<file path="config.mk">
export PLATFORM = sky130hd
export DESIGN_NAME = csr_unit_flat
export DESIGN_NICKNAME = d
export VERILOG_FILES = /design/src/rtl/csr_pkg.sv /design/src/rtl/csr_if.sv /design/src/rtl/csr_counter64.sv /design/src/rtl/csr_unit.sv /design/src/flat_wrapper.sv
export SDC_FILE = /design/constraint.sdc
export NUM_CORES = 1
export LEC_CHECK = 0
export BUFFER_PORTS_ARGS = -buffer_cell sky130_fd_sc_hd__clkbuf_2
export CAP_MARGIN = 30
export CELL_PAD_IN_SITES_DETAIL_PLACEMENT = 2
export CELL_PAD_IN_SITES_GLOBAL_PLACEMENT = 2
export CORE_MARGIN = 1
export CORE_UTILIZATION = 35
export DETAILED_ROUTE_END_ITERATION = 8
export HOLD_SLACK_MARGIN = 0.1
export PLACE_DENSITY = 0.93
export SETUP_SLACK_MARGIN = 0.4
export SLEW_MARGIN = 0
export SYNTH_ARGS = -nofsm -noshare
export SYNTH_HDL_FRONTEND = slang
export SYNTH_SLANG_ARGS = --single-unit
export TNS_END_PERCENT = 20
</file>
<file path="constraint.sdc">
create_clock -name clk -period 4.2 [get_ports clk]
set_clock_uncertainty 0.15 [all_clocks]
set_input_delay 1.05 -clock clk [delete_from_list [all_inputs] [get_ports clk]]
set_output_delay 1.05 -clock clk [all_outputs]
set_load 0.02 [all_outputs]
</file>
<file path="src/rtl/csr_pkg.sv">
// -----------------------------------------------------------------------------
// csr_pkg
// Shared definitions for the machine-mode CSR unit: CSR address map, trap
// cause constants, mstatus/mie bit positions, CSR op encodings, sequencer
// state type and the read-modify-write helper used by the CSR instructions.
// -----------------------------------------------------------------------------
package csr_pkg;

  typedef enum logic [11:0] {
    CSR_MSTATUS   = 12'h300,
    CSR_MIE       = 12'h304,
    CSR_MTVEC     = 12'h305,
    CSR_MEPC      = 12'h341,
    CSR_MCAUSE    = 12'h342,
    CSR_MIP       = 12'h344,
    CSR_MCYCLE    = 12'hB00,
    CSR_MINSTRET  = 12'hB02,
    CSR_MCYCLEH   = 12'hB80,
    CSR_MINSTRETH = 12'hB82
  } type_csr_addr;

  typedef enum logic [0:0] {
    IDLE     = 1'b0,
    REDIRECT = 1'b1
  } type_csr_state;

  localparam logic [31:0] MCAUSE_M_TIMER = 32'h8000_0007;
  localparam logic [31:0] MCAUSE_M_EXT   = 32'h8000_000B;

  localparam int MSTATUS_MIE_BIT  = 3;
  localparam int MSTATUS_MPIE_BIT = 7;
  localparam int MIE_MTIE_BIT     = 7;
  localparam int MIE_MEIE_BIT     = 11;
  localparam int MIP_MTIP_BIT     = 7;
  localparam int MIP_MEIP_BIT     = 11;

  // funct3[1:0] selects the operation; funct3[2] selects the uimm source.
  localparam logic [1:0] CSR_OP_RW = 2'b01;
  localparam logic [1:0] CSR_OP_RS = 2'b10;
  localparam logic [1:0] CSR_OP_RC = 2'b11;

  // New CSR value for a CSRRW/CSRRS/CSRRC style operation.
  function automatic logic [31:0] csr_apply(input logic [1:0]  op,
                                            input logic [31:0] old_val,
                                            input logic [31:0] src_val);
    logic [31:0] res;
    case (op)
      CSR_OP_RW: res = src_val;
      CSR_OP_RS: res = old_val | src_val;
      CSR_OP_RC: res = old_val & ~src_val;
      default:   res = old_val;
    endcase
    return res;
  endfunction

endpackage

</file>
<file path="src/rtl/csr_if.sv">
// -----------------------------------------------------------------------------
// csr_if
// Decoder/execute-stage bundle between the pipeline and the CSR unit.
//   inst_valid, inst_in, pc_in, rs1_data : instruction in the stage
//   csr_reg_rdpin, csr_reg_wrpin, is_mret: decoder strobes
//   csr_rdata                            : old value of the addressed CSR
//   epc_taken, epc_evec                  : one-cycle PC redirect
// master = pipeline side, slave = CSR unit side.
// -----------------------------------------------------------------------------
interface csr_if;
  logic        inst_valid;
  logic [31:0] inst_in;
  logic [31:0] pc_in;
  logic [31:0] rs1_data;
  logic        csr_reg_rdpin;
  logic        csr_reg_wrpin;
  logic        is_mret;
  logic [31:0] csr_rdata;
  logic        epc_taken;
  logic [31:0] epc_evec;

  modport master (
    output inst_valid, inst_in, pc_in, rs1_data,
           csr_reg_rdpin, csr_reg_wrpin, is_mret,
    input  csr_rdata, epc_taken, epc_evec
  );

  modport slave (
    input  inst_valid, inst_in, pc_in, rs1_data,
           csr_reg_rdpin, csr_reg_wrpin, is_mret,
    output csr_rdata, epc_taken, epc_evec
  );
endinterface

</file>
<file path="src/rtl/csr_counter64.sv">
// -----------------------------------------------------------------------------
// csr_counter64
// 64-bit event counter with separately writable 32-bit halves.
//   clk, rst     : clock, synchronous active-high reset
//   inc_en       : count this cycle
//   wr_lo, wr_hi : load wdata into the low / high half
//   wdata        : write data
//   count        : current 64-bit value
// A write to either half cancels that cycle's increment entirely.
// -----------------------------------------------------------------------------
module csr_counter64 (
  input  logic        clk,
  input  logic        rst,
  input  logic        inc_en,
  input  logic        wr_lo,
  input  logic        wr_hi,
  input  logic [31:0] wdata,
  output logic [63:0] count
);

  logic [63:0] count_r;

  // Counter register: reset, software load, or increment.
  always_ff @(posedge clk) begin
    if (rst) begin
      count_r <= 64'd0;
    end else if (wr_lo || wr_hi) begin
      if (wr_lo) count_r[31:0]  <= wdata;
      if (wr_hi) count_r[63:32] <= wdata;
    end else if (inc_en) begin
      count_r <= count_r + 64'd1;
    end
  end

  assign count = count_r;

endmodule

</file>
<file path="src/rtl/csr_unit.sv">
// -----------------------------------------------------------------------------
// csr_unit
// Machine-mode CSR file and trap sequencer.
//   clk, rst          : clock, synchronous active-high reset
//   timer_irq, ext_irq: level interrupt requests (registered into mip)
//   bus (csr_if.slave): instruction/strobes in, read data and redirect out
// A trap or mret decided in IDLE updates CSRs at the end of that cycle and
// produces a one-cycle epc_taken pulse in the following (REDIRECT) cycle.
// -----------------------------------------------------------------------------
module csr_unit
  import csr_pkg::*;
#(
  parameter logic [31:0] MTVEC_RESET = 32'h0000_0000
) (
  input  logic clk,
  input  logic rst,
  input  logic timer_irq,
  input  logic ext_irq,
  csr_if.slave bus
);

  type_csr_state state_r, state_nx_s;

  logic        mstatus_mie_r, mstatus_mpie_r;
  logic        mie_mtie_r, mie_meie_r;
  logic        mip_mtip_r, mip_meip_r;
  logic [31:0] mtvec_r, mepc_r, mcause_r;
  logic        epc_taken_r;
  logic [31:0] epc_evec_r;

  type_csr_addr addr_s;
  logic [2:0]   funct3_s;
  logic [4:0]   src_idx_s;
  logic [31:0]  src_s, old_s, new_s;
  logic         op_writes_s, wr_en_s;
  logic         irq_pend_s, ext_sel_s, trap_s, mret_s;
  logic [31:0]  trap_cause_s, trap_target_s, mtvec_base_s;
  logic [63:0]  mcycle_s, minstret_s;
  logic         minstret_inc_s;
  logic         unused_s;

  assign addr_s    = type_csr_addr'(bus.inst_in[31:20]);
  assign src_idx_s = bus.inst_in[19:15];
  assign funct3_s  = bus.inst_in[14:12];
  assign unused_s  = ^bus.inst_in[11:0];

  assign src_s = funct3_s[2] ? {27'd0, src_idx_s} : bus.rs1_data;

  // RS/RC with a zero source field are pure reads.
  assign op_writes_s = (funct3_s[1:0] == CSR_OP_RW) ||
                       ((funct3_s[1:0] != 2'b00) && (src_idx_s != 5'd0));

  assign irq_pend_s = mstatus_mie_r &
                      ((mie_meie_r & mip_meip_r) | (mie_mtie_r & mip_mtip_r));
  assign ext_sel_s  = mie_meie_r & mip_meip_r;

  assign trap_cause_s  = ext_sel_s ? MCAUSE_M_EXT : MCAUSE_M_TIMER;
  assign mtvec_base_s  = {mtvec_r[31:2], 2'b00};
  assign trap_target_s = (mtvec_r[1:0] == 2'b01)
                         ? mtvec_base_s + {25'd0, trap_cause_s[4:0], 2'b00}
                         : mtvec_base_s;

  // Sequencer state register.
  always_ff @(posedge clk) begin
    if (rst) state_r <= IDLE;
    else     state_r <= state_nx_s;
  end

  // Next state and trap/mret decision; interrupts win over a coincident mret.
  always_comb begin
    state_nx_s = state_r;
    trap_s     = 1'b0;
    mret_s     = 1'b0;
    case (state_r)
      IDLE: begin
        if (bus.inst_valid && irq_pend_s) begin
          trap_s     = 1'b1;
          state_nx_s = REDIRECT;
        end else if (bus.inst_valid && bus.is_mret) begin
          mret_s     = 1'b1;
          state_nx_s = REDIRECT;
        end else begin
          state_nx_s = IDLE;
        end
      end
      REDIRECT: state_nx_s = IDLE;
      default:  state_nx_s = IDLE;
    endcase
  end

  assign wr_en_s = (state_r == IDLE) && bus.inst_valid && bus.csr_reg_wrpin &&
                   op_writes_s && !trap_s;

  // Read mux: current (pre-write) value of the addressed CSR.
  always_comb begin
    old_s = 32'd0;
    case (addr_s)
      CSR_MSTATUS: begin
        old_s[MSTATUS_MIE_BIT]  = mstatus_mie_r;
        old_s[MSTATUS_MPIE_BIT] = mstatus_mpie_r;
      end
      CSR_MIE: begin
        old_s[MIE_MTIE_BIT] = mie_mtie_r;
        old_s[MIE_MEIE_BIT] = mie_meie_r;
      end
      CSR_MIP: begin
        old_s[MIP_MTIP_BIT] = mip_mtip_r;
        old_s[MIP_MEIP_BIT] = mip_meip_r;
      end
      CSR_MTVEC:     old_s = mtvec_r;
      CSR_MEPC:      old_s = mepc_r;
      CSR_MCAUSE:    old_s = mcause_r;
      CSR_MCYCLE:    old_s = mcycle_s[31:0];
      CSR_MCYCLEH:   old_s = mcycle_s[63:32];
      CSR_MINSTRET:  old_s = minstret_s[31:0];
      CSR_MINSTRETH: old_s = minstret_s[63:32];
      default:       old_s = 32'd0;
    endcase
  end

  assign new_s         = csr_apply(funct3_s[1:0], old_s, src_s);
  assign bus.csr_rdata = bus.csr_reg_rdpin ? old_s : 32'd0;

  // Architectural CSRs: trap/mret side effects take precedence over writes.
  always_ff @(posedge clk) begin
    if (rst) begin
      mstatus_mie_r  <= 1'b0;
      mstatus_mpie_r <= 1'b0;
      mie_mtie_r     <= 1'b0;
      mie_meie_r     <= 1'b0;
      mtvec_r        <= {MTVEC_RESET[31:2], 1'b0, MTVEC_RESET[0]};
      mepc_r         <= 32'd0;
      mcause_r       <= 32'd0;
    end else if (trap_s) begin
      mepc_r         <= {bus.pc_in[31:2], 2'b00};
      mcause_r       <= trap_cause_s;
      mstatus_mpie_r <= mstatus_mie_r;
      mstatus_mie_r  <= 1'b0;
    end else if (mret_s) begin
      mstatus_mie_r  <= mstatus_mpie_r;
      mstatus_mpie_r <= 1'b1;
    end else if (wr_en_s) begin
      case (addr_s)
        CSR_MSTATUS: begin
          mstatus_mie_r  <= new_s[MSTATUS_MIE_BIT];
          mstatus_mpie_r <= new_s[MSTATUS_MPIE_BIT];
        end
        CSR_MIE: begin
          mie_mtie_r <= new_s[MIE_MTIE_BIT];
          mie_meie_r <= new_s[MIE_MEIE_BIT];
        end
        CSR_MTVEC:  mtvec_r  <= {new_s[31:2], 1'b0, new_s[0]};
        CSR_MEPC:   mepc_r   <= {new_s[31:2], 2'b00};
        CSR_MCAUSE: mcause_r <= new_s;
        default:    ;
      endcase
    end
  end

  // Interrupt synchroniser stage that forms mip.
  always_ff @(posedge clk) begin
    if (rst) begin
      mip_mtip_r <= 1'b0;
      mip_meip_r <= 1'b0;
    end else begin
      mip_mtip_r <= timer_irq;
      mip_meip_r <= ext_irq;
    end
  end

  // Registered redirect pulse and target.
  always_ff @(posedge clk) begin
    if (rst) begin
      epc_taken_r <= 1'b0;
      epc_evec_r  <= 32'd0;
    end else if (trap_s) begin
      epc_taken_r <= 1'b1;
      epc_evec_r  <= trap_target_s;
    end else if (mret_s) begin
      epc_taken_r <= 1'b1;
      epc_evec_r  <= mepc_r;
    end else begin
      epc_taken_r <= 1'b0;
    end
  end

  assign bus.epc_taken = epc_taken_r;
  assign bus.epc_evec  = epc_evec_r;

  // Squashed (trapped) instructions and REDIRECT-cycle bubbles do not retire.
  assign minstret_inc_s = (state_r == IDLE) && bus.inst_valid && !trap_s;

  csr_counter64 u_mcycle (
    .clk    (clk),
    .rst    (rst),
    .inc_en (1'b1),
    .wr_lo  (wr_en_s && (addr_s == CSR_MCYCLE)),
    .wr_hi  (wr_en_s && (addr_s == CSR_MCYCLEH)),
    .wdata  (new_s),
    .count  (mcycle_s)
  );

  csr_counter64 u_minstret (
    .clk    (clk),
    .rst    (rst),
    .inc_en (minstret_inc_s),
    .wr_lo  (wr_en_s && (addr_s == CSR_MINSTRET)),
    .wr_hi  (wr_en_s && (addr_s == CSR_MINSTRETH)),
    .wdata  (new_s),
    .count  (minstret_s)
  );

endmodule

</file>
<file path="src/flat_wrapper.sv">
// flat-port wrapper written by rule: the top's interface ports become plain ports
module csr_unit_flat import csr_pkg::*;
#(
  parameter logic [31:0] MTVEC_RESET = 32'h0000_0000
)
  (clk, rst, timer_irq, ext_irq, bus_inst_valid, bus_inst_in, bus_pc_in, bus_rs1_data, bus_csr_reg_rdpin, bus_csr_reg_wrpin, bus_is_mret, bus_csr_rdata, bus_epc_taken, bus_epc_evec);
  csr_if bus_i ();
  input  logic clk;
  input  logic rst;
  input  logic timer_irq;
  input  logic ext_irq;
  input wire logic [$bits(bus_i.inst_valid)-1:0] bus_inst_valid;
  input wire logic [$bits(bus_i.inst_in)-1:0] bus_inst_in;
  input wire logic [$bits(bus_i.pc_in)-1:0] bus_pc_in;
  input wire logic [$bits(bus_i.rs1_data)-1:0] bus_rs1_data;
  input wire logic [$bits(bus_i.csr_reg_rdpin)-1:0] bus_csr_reg_rdpin;
  input wire logic [$bits(bus_i.csr_reg_wrpin)-1:0] bus_csr_reg_wrpin;
  input wire logic [$bits(bus_i.is_mret)-1:0] bus_is_mret;
  output wire logic [$bits(bus_i.csr_rdata)-1:0] bus_csr_rdata;
  output wire logic [$bits(bus_i.epc_taken)-1:0] bus_epc_taken;
  output wire logic [$bits(bus_i.epc_evec)-1:0] bus_epc_evec;
  assign bus_i.inst_valid = bus_inst_valid;
  assign bus_i.inst_in = bus_inst_in;
  assign bus_i.pc_in = bus_pc_in;
  assign bus_i.rs1_data = bus_rs1_data;
  assign bus_i.csr_reg_rdpin = bus_csr_reg_rdpin;
  assign bus_i.csr_reg_wrpin = bus_csr_reg_wrpin;
  assign bus_i.is_mret = bus_is_mret;
  assign bus_csr_rdata = bus_i.csr_rdata;
  assign bus_epc_taken = bus_i.epc_taken;
  assign bus_epc_evec = bus_i.epc_evec;
  csr_unit #(.MTVEC_RESET(MTVEC_RESET)) u_core (.clk(clk), .rst(rst), .timer_irq(timer_irq), .ext_irq(ext_irq), .bus(bus_i));
endmodule
</file>
==> metrics.csv, run 1 <==
metric,value,unit
status,aborted with a tool error,
failing_step,5_1_grt,
stop_error,[ERROR GRT-0116] Global routing finished with congestion. Check the congestion regions in the DRC Viewer.,
grtUsageTotal,0.736,
synthTopCellsByCount,"nand2_1, dfxtp_1, nor2_1",
clk_path_buf_depth,3,
io_buffer_count,152,
dp_cells,3196,
grt_max_degree,65,
yosysTopAreaCell,dfxtp_1,
avgSynthCellArea,7.47,um^2
grt_pass1_vias,31300,
synth-seq-area-share,0.296,
die_h,226,um
synth-edff-count,0,
cts_buffers,35,
yosysMostFrequentCell,nand2_1,
routabilityCongestion,1.13,
synth_top_area_frac,0.296,
grt-ovfl-total,153,
synth_seq_cells,259,
ys.warnings.count,0,
dp.final_hpwl,96000,um
io-pin-count,169,
async_flop_share,0,
postCtsHoldBufs,0,
clock_sinks,259,
synthesis.area,17500,um^2
die-width,226,um
htreeDepth,2,
std_cell_rows,81,
grt_pass1_wl,264000,um
synth_cells,2345,
cts_root_buffer,clkbuf_16,
synth_cell_types,110,
start_util,0.356,
synth_top_flop_cell,dfxtp_1,
yosys-top-cells-area,"dfxtp_1, nand2_1, a21oi_1",
[logic make-up after synthesis]
group	after synthesis	synth area share
AND/OR/NAND/NOR	1037	0.306
buffers and inverters	207	0.0528
XOR/XNOR	55	0.0275
multiplexers	60	0.0358
flip-flops	259	0.296
other	1	0.000214
AO/OA/AOI/OAI	721	0.279
adder cells (fa/ha/maj)	5	0.00357
[layer usage]
| metal | GRT usage | overflow |
|---|---|---|
| met1 | 0.733 | 2 |
| met5 | 0.332 | 0 |
| met4 | 0.717 | 75 |
| met3 | 0.622 | 1 |
| met2 | 0.875 | 75 |
[what timing repair did]
action,CTS
pin swaps,40
gates cloned,1
gates resized for setup,141
buffers inserted,31
setup endpoints to repair,82
[through the flow]
step / cell area, um^2 / hold slack [ps] / util / setup WS [ps]
3_5_place_dp: 20300 / 311 / 0.413 / -561
4_1_cts: 22200 / 332 / 0.452 / -98.8
3_3_place_gp: 20300 / 291 / 0.413 / -79.9
2_1_floorplan: 17600 / 286 / - / 252
==> run 2: changes to the inputs <==
Settings changed: CELL_PAD_IN_SITES_DETAIL_PLACEMENT 2 to default, CELL_PAD_IN_SITES_GLOBAL_PLACEMENT 2 to default, CORE_UTILIZATION 35 to 40, HOLD_SLACK_MARGIN 0.1 to default, PLACE_DENSITY 0.93 to default, PLACE_DENSITY_LB_ADDON from default to 0.15, SETUP_SLACK_MARGIN 0.4 to default.
==> run 2 against run 1 <==
Synthesized cell count did not move. Area after synthesis is the same. The flow now finishes, with violations (negative setup slack).
==> metrics.csv, run 2 <==
metric,value,unit,change
clock_sinks,259,,unchanged
core_area,43200,um^2,
num_antenna_cells,0,,
drtPass1Iterations,9,,
synth_top_area_frac,0.296,,unchanged
routabilityCongestion,1.04,,-7.2%
min_from,u_core.mcause_r[29],,
synth-seq-area-share,0.296,,unchanged
hold_depth,2,,
hold-path-endpoint,u_core.mcause_r[29],,
rsz0062_at_grt,true,,
avgSynthCellArea,7.47,um^2,unchanged
worst-slew-pin-transition,1010,ps,
vias_per_cell,6.59,,
fin_crit_sh,1.02,,
cap_viol_max_count,0,,
grtUsageTotal,0.422,,
synth_cell_types,110,,unchanged
ant_nets,0,,
synthTopCellsByCount,"nand2_1, dfxtp_1, nor2_1",,
synth-edff-count,0,,unchanged
initialDrtViolationCount,3338,,
synth_cells,2345,,unchanged
start_util,0.406,,+0.0494
drive_above_1_share,0.219,,
cp.required,3000,ps,
criticalPathCategory,input port to output port,,
synth_seq_cells,259,,unchanged
slew_headroom,0.323,,
grt-ovfl-total,0,,
area_growth,24.4,%,
fin_util,0.505,,
r2r_cells,9,,
crit_arrival,3070,ps,
clock.fmax,234,MHz,
cp-start-kind,input port,,
pwr_density_cell,299,nW/um^2,
nets,2715,,
post-route-min-period,4270,ps,
htreeDepth,2,,unchanged
reg2reg_to,u_core.bus.epc_evec[24],,
ys.warnings.count,0,,unchanged
totalWireLength,96000,um,
hold_viol_final,0,,
grt_pass1_vias,19000,,
synthesis.area,17500,um^2,unchanged
cts_tree,yes,,
io_buffer_count,152,,unchanged
r2r_start,u_core.mie_meie_r,,
async_flop_share,0,,unchanged
yosysTopAreaCell,dfxtp_1,,
grt_pass1_wl,136000,um,
die-area,44600,um^2,
irDropWorstVdd,0.000239,V,
cts_setup_buffers,0,,-100%
io-pin-count,169,,unchanged
setup_ws,-73.9,ps,
yosys-top-cells-area,"dfxtp_1, nand2_1, a21oi_1",,
p_leak,8.04,nW,
drv_slew,0,,
status,"complete, but fails checks",,
final_cell_mix,"nand2_1, dfxtp_1, buf_4, nor2_1, a21oi_1",,
synth_top_flop_cell,dfxtp_1,,
drc,0,,
dp.final_hpwl,73000,um,-24%
clk_path_buf_depth,3,,unchanged
vias,21200,,
dp_slack,-157,ps,+404 ps
cts_root_buffer,clkbuf_16,,
routedWlPerCell,29.9,um,
std_cell_rows,76,,-6.2%
hp-class,register to register,,
cts_buffers,34,,-2.9%
endpoint_kind,output port,,
grt_max_degree,76,,
path_clk_slew,60,ps,
final_common_cell,nand2_1,,
r2r_setup_slack,820,ps,
die_h,211,um,-6.4%
worstPathMaxFanout,10,,
antenna_found_initial,5,,
setup-violations-final,5,,
violations,negative setup slack,,
die-width,211,um,-6.4%
yosysMostFrequentCell,nand2_1,,
insertion_delay,580,ps,
## run 2: worst max-delay path: stages
cell and delay [ps]:
clkbuf_2 140, or4_1 560, buf_6 190, nor4_4 180
buf_4 160, a22oi_1 80, o2111a_1 230, nor2_1 240
clkbuf_2 230
## run 2: repair_timing
item,4_1_cts,5_1_grt
cloned,0,0
resized for setup,12,34
endpoints found under the setup margin,14,24
hold buffers,0,0
pin swaps,2,4
## run 2: layout make-up
class / instances / area [um^2]
clock inverter: 19 / 322
sequential: 259 / 5180
tap: 585 / 732
inverter: 20 / 75.1
timing repair buffer: 411 / 3010
clock buffer: 42 / 931
multi-input combinational: 1880 / 11500
fill: 4327 / 21400
## run 2: kinds of logic (layout without fill, tap and decap cells)
group / after synthesis / after routing / synth area share
AO/OA/AOI/OAI: 721 / 721 / 0.279
XOR/XNOR: 55 / 55 / 0.0275
adder cells (fa/ha/maj): 5 / 5 / 0.00357
buffers and inverters: 207 / 492 / 0.0528
flip-flops: 259 / 259 / 0.296
multiplexers: 60 / 60 / 0.0358
other: 1 / 2 / 0.000214
AND/OR/NAND/NOR: 1037 / 1037 / 0.306
## run 2: worst max path at each step
stage | endpoint | startpoint | slack, ps | cells past startpoint
after floorplan | bus_csr_rdata[18] | bus_inst_in[20] | 140 | 8
after global placement | bus_csr_rdata[3] | bus_inst_in[20] | -140 | 9
after detailed placement | bus_csr_rdata[3] | bus_inst_in[20] | -160 | 9
after CTS | bus_csr_rdata[26] | bus_inst_in[20] | -30 | 9
after global routing | bus_csr_rdata[7] | bus_inst_in[21] | -50 | 9
final | bus_csr_rdata[7] | bus_inst_in[21] | -70 | 9
## run 2: report_power, final
part | leakage, nW | switching, mW | internal [mW]
clock network | 0.607 | 1.30 | 2.08
logic | 5.34 | 0.442 | 0.205
registers | 2.09 | 0.0146 | 2.46
total | 8.04 | 1.76 | 4.75
## run 2: metrics by stage
stage	power [mW]	area (um^2)	instances	hold WS [ps]	TNS [ps]
after floorplan	2.82	17500	2346	286	0
after global placement	3.14	20400	3155	291	-548
after detailed placement	3.15	20400	3155	298	-558
after CTS	6.49	21700	3216	305	-94.5
after global routing	6.62	21800	3216	320	-313
final	6.51	21800	3216	307	-224
## run 2: routing by layer
layer	vias to the layer above	global-route usage	wire [um]
met3	280	0.0934	11200
li1	9260	-	-
met5	-	0	34
met2	1465	0.617	40200
met1	10200	0.571	38900
met4	6	0.238	5720
Note: power is estimated with default switching activity, not from simulation.
